`src/rtl/meta_arb_pkg.sv`:
```
// meta_arb_pkg: shared metadata beat type and round-robin helpers for the metadata arbiter.
package meta_arb_pkg;
  localparam int META_ARB_NUM_IN = 4;
  typedef struct packed {
    logic [7:0]  src_id;
    logic [15:0] flow_id;
    logic [31:0] tag;
  } metadata_t;
  function automatic logic [2:0] rr_next(input logic [2:0] g, input int n);
    return 3'((int'(g) + 1) % n);
  endfunction
endpackage

```
`src/rtl/meta_skid_buf.sv`:
```
// meta_skid_buf: 2-entry valid/ready register slice for metadata_t with almost_full-aware accept.
module meta_skid_buf
  import meta_arb_pkg::*;
(
  input  logic      clk,
  input  logic      rst,
  input  logic      i_valid,
  input  metadata_t i_data,
  output logic      o_can_accept,
  output logic      o_valid,
  output metadata_t o_data,
  input  logic      i_ready,
  input  logic      i_almost_full
);
  logic      r_main_v, r_skid_v;
  metadata_t r_main, r_skid;
  logic      w_acc, w_drain;
  assign o_can_accept = !r_skid_v && !i_almost_full;
  assign w_acc        = i_valid && o_can_accept;
  assign w_drain      = r_main_v && i_ready;
  assign o_valid      = r_main_v;
  assign o_data       = r_main;
  // A full skid implies a valid main register, so it only ever moves forward on drain.
  always_ff @(posedge clk or negedge rst)
    if (!rst) begin
      r_main_v <= 1'b0;
      r_skid_v <= 1'b0;
      r_main   <= '0;
      r_skid   <= '0;
    end else if (r_skid_v) begin
      if (i_ready) begin
        r_main   <= r_skid;
        r_skid_v <= 1'b0;
      end
    end else if (w_drain || !r_main_v) begin
      r_main_v <= w_acc;
      if (w_acc) r_main <= i_data;
    end else if (w_acc) begin
      r_skid_v <= 1'b1;
      r_skid   <= i_data;
    end
endmodule

```
`src/rtl/meta_arb.sv`:
```
// meta_arb: round-robin merge of per-engine metadata streams onto the frame builder input, with stats.
module meta_arb
  import meta_arb_pkg::*;
#(
  parameter int NUM_IN = META_ARB_NUM_IN,
  parameter int CNT_W  = 32
) (
  input  logic                           clk,
  input  logic                           rst,
  input  metadata_t [NUM_IN-1:0]         in_meta_data,
  input  logic [NUM_IN-1:0]              in_meta_valid,
  output logic [NUM_IN-1:0]              in_meta_ready,
  output metadata_t                      out_meta_data,
  output logic                           out_meta_valid,
  input  logic                           out_meta_ready,
  input  logic                           out_almost_full,
  output logic [NUM_IN-1:0][CNT_W-1:0]   stat_accept_cnt,
  output logic [CNT_W-1:0]               stat_stall_cnt
);
  localparam int PW = $clog2(NUM_IN);
  logic [PW-1:0]                 r_ptr, w_gnt, w_idx;
  logic [NUM_IN-1:0][CNT_W-1:0]  r_acc;
  logic [CNT_W-1:0]              r_stall;
  logic                          w_gnt_v, w_skid_can, w_fire;
  // Scan from the lowest priority upward so the last hit is the first valid port at or after r_ptr.
  always_comb begin
    w_gnt_v = 1'b0;
    w_gnt   = r_ptr;
    w_idx   = r_ptr;
    for (int k = NUM_IN - 1; k >= 0; k--) begin
      w_idx = PW'((int'(r_ptr) + k) % NUM_IN);
      if (in_meta_valid[w_idx]) begin
        w_gnt_v = 1'b1;
        w_gnt   = w_idx;
      end
    end
  end
  assign w_fire          = rst && w_gnt_v && w_skid_can;
  assign in_meta_ready   = w_fire ? NUM_IN'(1) << w_gnt : '0;
  assign stat_accept_cnt = r_acc;
  assign stat_stall_cnt  = r_stall;
  meta_skid_buf u_skid (
    .clk           (clk),
    .rst           (rst),
    .i_valid       (w_fire),
    .i_data        (in_meta_data[w_gnt]),
    .o_can_accept  (w_skid_can),
    .o_valid       (out_meta_valid),
    .o_data        (out_meta_data),
    .i_ready       (out_meta_ready),
    .i_almost_full (out_almost_full)
  );
  always_ff @(posedge clk or negedge rst)
    if (!rst) begin
      r_ptr   <= '0;
      r_acc   <= '0;
      r_stall <= '0;
    end else begin
      if (w_fire) r_ptr <= PW'(rr_next(3'(w_gnt), NUM_IN));
      if (|in_meta_valid && !w_fire) r_stall <= r_stall + 1'b1;
      for (int i = 0; i < NUM_IN; i++) r_acc[i] <= r_acc[i] + CNT_W'(in_meta_ready[i]);
    end
endmodule
```
`config.mk`:
```
export PLATFORM = sky130hd
export DESIGN_NAME = meta_arb
export DESIGN_NICKNAME = d
export VERILOG_FILES = /design/src/rtl/meta_arb_pkg.sv /design/src/rtl/meta_skid_buf.sv /design/src/rtl/meta_arb.sv
export SDC_FILE = /design/constraint.sdc
export NUM_CORES = 1
export LEC_CHECK = 0
export CAP_MARGIN = 20
export CORE_MARGIN = 2
export CORE_UTILIZATION = 40
export CTS_CLUSTER_DIAMETER = 40
export DETAILED_ROUTE_END_ITERATION = 8
export GPL_TIMING_DRIVEN = 0
export PLACE_DENSITY = 0.79
export RECOVER_POWER = 50
export SKIP_LAST_GASP = 1
export SYNTH_ARGS = -nofsm -noshare
export SYNTH_HDL_FRONTEND = slang
export SYNTH_SLANG_ARGS = --single-unit
```
`constraint.sdc`:
```
create_clock -name clk -period 8 [get_ports clk]
set_input_delay 0.8 -clock clk [delete_from_list [all_inputs] [get_ports clk]]
set_output_delay 0.8 -clock clk [all_outputs]
set_load 0.01 [all_outputs]
```
Word-level counts from Yosys, hierarchy flattened --
Index checks and enable logic that the tools add are counted. W data, S select, Z words.
Operators by class: add/sub/neg operators 9, order comparisons 5, equal/unequal tests 1, shift operators 1, mux-type cells 27, bitwise operators 2, reductions and logical operators 17
Operator list (count):
- $mux W56 | 5
- $add A32 B1 Y32 | 4
- $bmux W56 S2 | 1
- $add A32 B1 Y32 const B | 1
- $lt A2 B3 Y1 const B | 5
- $mux W1 | 12
- $bmux W1 S2 | 4
- $mux W2 | 4
- $logic_and A1 B1 Y1 | 6
- $reduce_and A3 Y1 | 2
- $add A2 B1 Y2 const B | 2
- $add A2 B2 Y2 const B | 2
- $logic_not A1 Y1 | 4
- $mux W4 | 1
- $reduce_bool A2 Y1 | 2
- $reduce_or A4 Y1 | 1
- $shl A1 B2 Y4 const A | 1
- $ne A2 B2 Y1 const B | 1
- $not A1 Y1 | 2
- $reduce_and A2 Y1 | 1
- $logic_or A1 B1 Y1 | 1
Word-level totals: register bits after elaboration 276, input bits 232, output and inout bits 221

Depth between registers and ports, before layout --
depth after elaboration 13, mapped depth 15

Modules after synthesis --
From an unflattened synthesis, not the netlist that was laid out.
Unflattened totals: cell total of the unflattened synthesis 1017, area total of the unflattened synthesis 13743.2 µm²
Modules (own cells, without submodules):
- meta_arb | instances 1, cells an instance 707, area an instance 8615.8 µm²
- meta_skid_buf | instances 1, cells an instance 310, area an instance 5127.4 µm²

Worst setup path after synthesis --
OpenSTA, ideal clock, no wires.
kind input-to-reg, from input port in_meta_valid[2], to register r_acc (netlist bit stat_accept_cnt[62]), setup time 0.125 ns, data arrival time 3.596 ns, required time 7.875 ns, path slack 4.278 ns, stages 14, path buffers 3, cells stage by stage nor2b_1 -> o21ai_1 -> buf_2 -> buf_1 -> nand3_1 -> nor2_1 -> ha_1 -> ha_1 -> nand3_1 -> nor4_1 -> and2_0 -> clkbuf_1 -> nand3_1 -> xnor2_1
Between the ends: word-level cells in the longest chain between the ends 10
RTL lines:
- start, declared | RTL line meta_arb.sv:11 | input logic [NUM_IN-1:0] in_meta_valid,
- $bmux W1 S2 | RTL line meta_arb.sv:32 | if (in_meta_valid[w_idx]) begin
- $mux W1 (not written as such) | RTL line meta_arb.sv:32
- $mux W1 (4 in a row) | RTL line meta_arb.sv:32
- $logic_and A1 B1 Y1 (2 in a row) | RTL line meta_arb.sv:38 | assign w_fire = rst && w_gnt_v && w_skid_can;
- $mux W4 (*) | RTL line meta_arb.sv:39 | assign in_meta_ready = w_fire ? NUM_IN'(1) << w_gnt : '0;
- net in_meta_ready[1] | RTL line meta_arb.sv:12 | output logic [NUM_IN-1:0] in_meta_ready,
- $add A32 B1 Y32 (*) | RTL line meta_arb.sv:61 | for (int i = 0; i < NUM_IN; i++) r_acc[i] <= r_acc[i] + CNT_W'(in_meta_ready[i]);
- end signal, assigned | RTL line meta_arb.sv:56 | r_acc <= '0;
- end, declared | RTL line meta_arb.sv:22 | logic [NUM_IN-1:0][CNT_W-1:0] r_acc;
Mark *: on every way through the listed nets, which the timed path passes. The rest lies on a longest branch. The select of a mux whose other input is x is not followed. A chain may end at the register's enable or synchronous reset.

Worst setup path after layout --
from input port rst, to register r_acc (netlist bit stat_accept_cnt[58])
Between the ends: word-level cells in the longest chain between the ends 4
RTL lines:
- start, declared | RTL line meta_arb.sv:9 | input logic rst,
- $logic_and A1 B1 Y1 (2 in a row) | RTL line meta_arb.sv:38
- $mux W4 | RTL line meta_arb.sv:39
- $add A32 B1 Y32 | RTL line meta_arb.sv:61
No other way between the ends.

==> summary.txt <==
Clocking
  • Longest Clk Path Bufs: 3
  • Clk slew on worst S/H paths: 0.06 ns
  • Clk sinks: approximately 280
  • H-tree levels: 2
  • Post-CTS Setup Inserts: 0
  • Hold_buf cts: 0
  • Num CTS Buffers: 41
  • Cts repair resizes: 0
  • Clock latency on the worst-skew pair: 0.52 ns
  • CTS tree: built
  • Clock root buffer: clkbuf_16

Logic synthesis
  • Syn_area_per_cell: approximately 11 um^2
  • Prevailing post-synth register cell: dfrtp_1
  • EDFF count, synth: 0
  • Cell variety after synth: 44
  • Ys Warns: 0
  • Syn Std Cell Area: 13800 um^2
  • Synth Register Bits: around 280
  • Async set-or-reset flop fraction in the synthesized netlist: 100%
  • Syn Nets: 1538
  • Sequential area share after synthesis: 50.2%
  • Post-synthesis cell count: between 1000 and 1500

Power and ir drop
  • Reg power frac: about a third
  • Total Power Consumption: just under 0.006 W
  • Leakage: 8.83 nW
  • Clk pwr share: between 30% and 40%
  • Total net switching power: ~0.002 W
  • Int Power: roughly 0.0039 W
  • Peak VDD IR: 0.126 mV
  • Comb power frac: between 30% and 40%
  • Sw frac: about 34%
  • Power Density: 287 nW/um^2

Setup path
  • Slowest CP cell: clkbuf_1
  • CP Class: input port to flop
  • Cell mode on critical path: nand3_1
  • Crit-path max FO: about 110
  • Slowest stage delay, CP: ~1.6 ns
  • Crit. End Element: flop
  • Crit-path cells: clkbuf_1 > buf_16 > or3b_1 > nor2_2 > nand3_1 > nor2_1 > ha_1 > ha_1 > nand3_1 > nor4_1 > and2_0 > clkbuf_1 > nand3_1 > xnor2_1
  • R2r worst-path depth: 14
  • R2r setup slk: around 3.0 ns
  • Reg2reg start: r_ptr[0]
  • CP required: about 8.4 ns
  • Critical R2R Capture: stat_accept_cnt[58]
  • Critical Path Source Type: input port
  • CP arrival: approximately 6.2 ns

Placement
  • Post-place setup slack: roughly 1.9 ns
  • Hpwl dp: ~37 mm
  • Input/output buffers: 452
  • Placer Congestion: between 0.9 and 1

Routing
  • ANT nets after route: 0
  • Met2 WL post-DR: 24.1 mm
  • Final routed DRC violation total: 0
  • Metal-1 WL: between 15 and 20 mm
  • DR vias: between 10000 and 15000
  • Drt wl/cell: 21.6 um
  • Met3 routed WL: around 3.6 mm
  • Uppermost layer routed: met5
  • Via-per-instance ratio: a little under 6
  • Final wirelength: 49.2 mm
  • DRT iter0 DRCs: 860
  • TritonRoute pass-1 iters: 5

GRT
  • Global-route wire length before repair: 74.9 mm
  • Vias in the first global route: 13500
  • Largest net degree at the start of global routing: about 130
  • Initial antenna violation count: 3
  • GRT Util Overall: a little over a quarter
  • Grt ovf: 0

STA
  • Clock skew: between 0.01 and 0.015 ns
  • # setup viols final: 0
  • Max Slew Vio Count: between 150 and 200
  • Relative slew slack: -108%
  • Min Clock Period, post-route: 5.83 ns
  • RSZ-0062 raised after global routing: no
  • Final Worst Setup Slack: approximately 2.2 ns
  • Setup TNS: 0 ns
  • Tightest Pin Transition: between 3 and 4 ns
  • Tcrit/Tclk final: 72.8%
  • Fin. Hold Viols: 0
  • Peak Freq: 172 MHz

Floorplanning
  • Die Area: 35900 um^2
  • Core Rows: 67
  • Initial Util: roughly two fifths
  • Die height: approximately 190 um
  • Die X: around 190 um
  • # IOs: 453
  • Core area: about 34000 um^2

Hold path
  • Hold Path End: stat_accept_cnt[95]
  • Min-Delay Startpoint: stat_accept_cnt[95]
  • Min-Delay Path Depth: 1
  • Tightest Hold Check Type: flop to flop

Final layout
  • Fillers: ~2700
  • Nets: slightly above 2000
  • Storage element area: approximately 7000 um^2
  • Area grow syn2layout: 48.1%
  • Multi-input logic area: between 6000 and 7000 um^2
  • Share of layout cells above drive strength 1: ~8.9%

Status
  • Failing checks: max-capacitance violations, max-slew violations
  • Outcome: finished, violations left

Run
  • Max_cap viols: 2
[cells in the mapped netlist (21+ instances only)]
cell type	count	area, um^2
mux2_2	57	642
and3_1	87	544
clkbuf_1	68	255
o21ai_0	108	541
xor2_1	51	447
nor2_1	43	161
xnor2_1	101	885
a32oi_1	112	981
dfrtp_1	276	6910
a221o_1	56	561
nand3_1	115	576
buf_2	21	105
nand4_1	27	169
nand2_1	65	244
[kinds of logic after synthesis]
| family | synth area share (%) |
|---|---|
| and+or+nand+nor | 15.0 |
| AOI/OAI and AO/OA | 16.0 |
| buffers and inverters | 3.49 |
| xor gates and xnor gates | 9.67 |
| muxes | 4.66 |
| DFF | 50.2 |
| adders and majority gates | 1.00 |
[flip-flops by register name, summed over array words and instances (netlist names)]
register	flops
u_skid.o_valid	1
r_ptr	2
u_skid.o_data	56
stat_stall_cnt	32
u_skid.r_skid	56
stat_accept_cnt	128
u_skid.r_skid_v	1
[layer usage]
metal / vias to the layer above / GRT usage [%]
met1: 6496 / 32.2
met5: - / 0
met2: 690 / 45.4
met3: 160 / 4.32
li1: 5892 / -
met4: 2 / 15.4
[worst max path at each step]
stage	start	endpoint	slack, ns	cells after the start
finish	rst	stat_accept_cnt[58]	2.17	14
global route	rst	stat_accept_cnt[58]	1.31	14
CTS	in_meta_valid[0]	stat_accept_cnt[58]	2.42	15
detailed placement	in_meta_valid[0]	stat_accept_cnt[58]	1.91	15
global placement	rst	stat_accept_cnt[56]	-6.00	13
floorplan	in_meta_valid[2]	stat_accept_cnt[62]	4.28	14
[cells in the final DEF, fill, tap and decap left out, drive strengths merged, types with 35 or more instances in the layout]
master,n
and3,87
a32oi,112
dfrtp,276
o21ai,116
clkbuf,118
xor2,51
nand3,115
clkdlybuf4s50,344
xnor2,101
a221o,56
buf,35
mux2,57
nand2,65
dlygate4sd3,107
nor2,44
[power groups by stage]
| stage | clock network, W | registers, W | logic (W) |
|---|---|---|---|
| 3_5_place_dp | 0 | 0.00199 | 0.00199 |
| 3_3_place_gp | 0 | 0.00198 | 0.00195 |
| 6_report | 0.00192 | 0.00197 | 0.00197 |
| 2_1_floorplan | 0 | 0.00203 | 0.000913 |
| 5_1_grt | 0.00203 | 0.00201 | 0.00209 |
| 4_1_cts | 0.00196 | 0.00198 | 0.00200 |
[final cells by class]
type / count / share of cell area, %
clock inverter: 28 / 1.85
sequential: 276 / 33.9
inverter: 12 / 0.221
clock buffer: 48 / 5.52
buffer: 102 / 2.14
timing repair buffer: 454 / 22.3
tap: 448 / 2.75
antenna: 2 / 0.0245
multi-input combinational: 905 / 31.3
[metrics by stage]
stage | cell area, um^2 | std cells | hold slack [ns] | utilization, %
2_1_floorplan | 13800 | 1295 | 0.473 | -
3_3_place_gp | 18900 | 2195 | 0.457 | 55.9
3_5_place_dp | 18900 | 2197 | 0.464 | 56.1
4_1_cts | 20400 | 2273 | 0.163 | 60.6
5_1_grt | 20400 | 2275 | 0.484 | 60.5
6_report | 20400 | 2275 | 0.464 | 60.5
[critical path, delay by kind of cell]
kind / cells / cell delay, ns
and+or+nand+nor: 8 / 2.46
buffers and inverters: 3 / 2.26
xor gates and xnor gates: 1 / 0.14
adders and majority gates: 2 / 0.47
No activity file was read; power rests on OpenSTA's default activity.
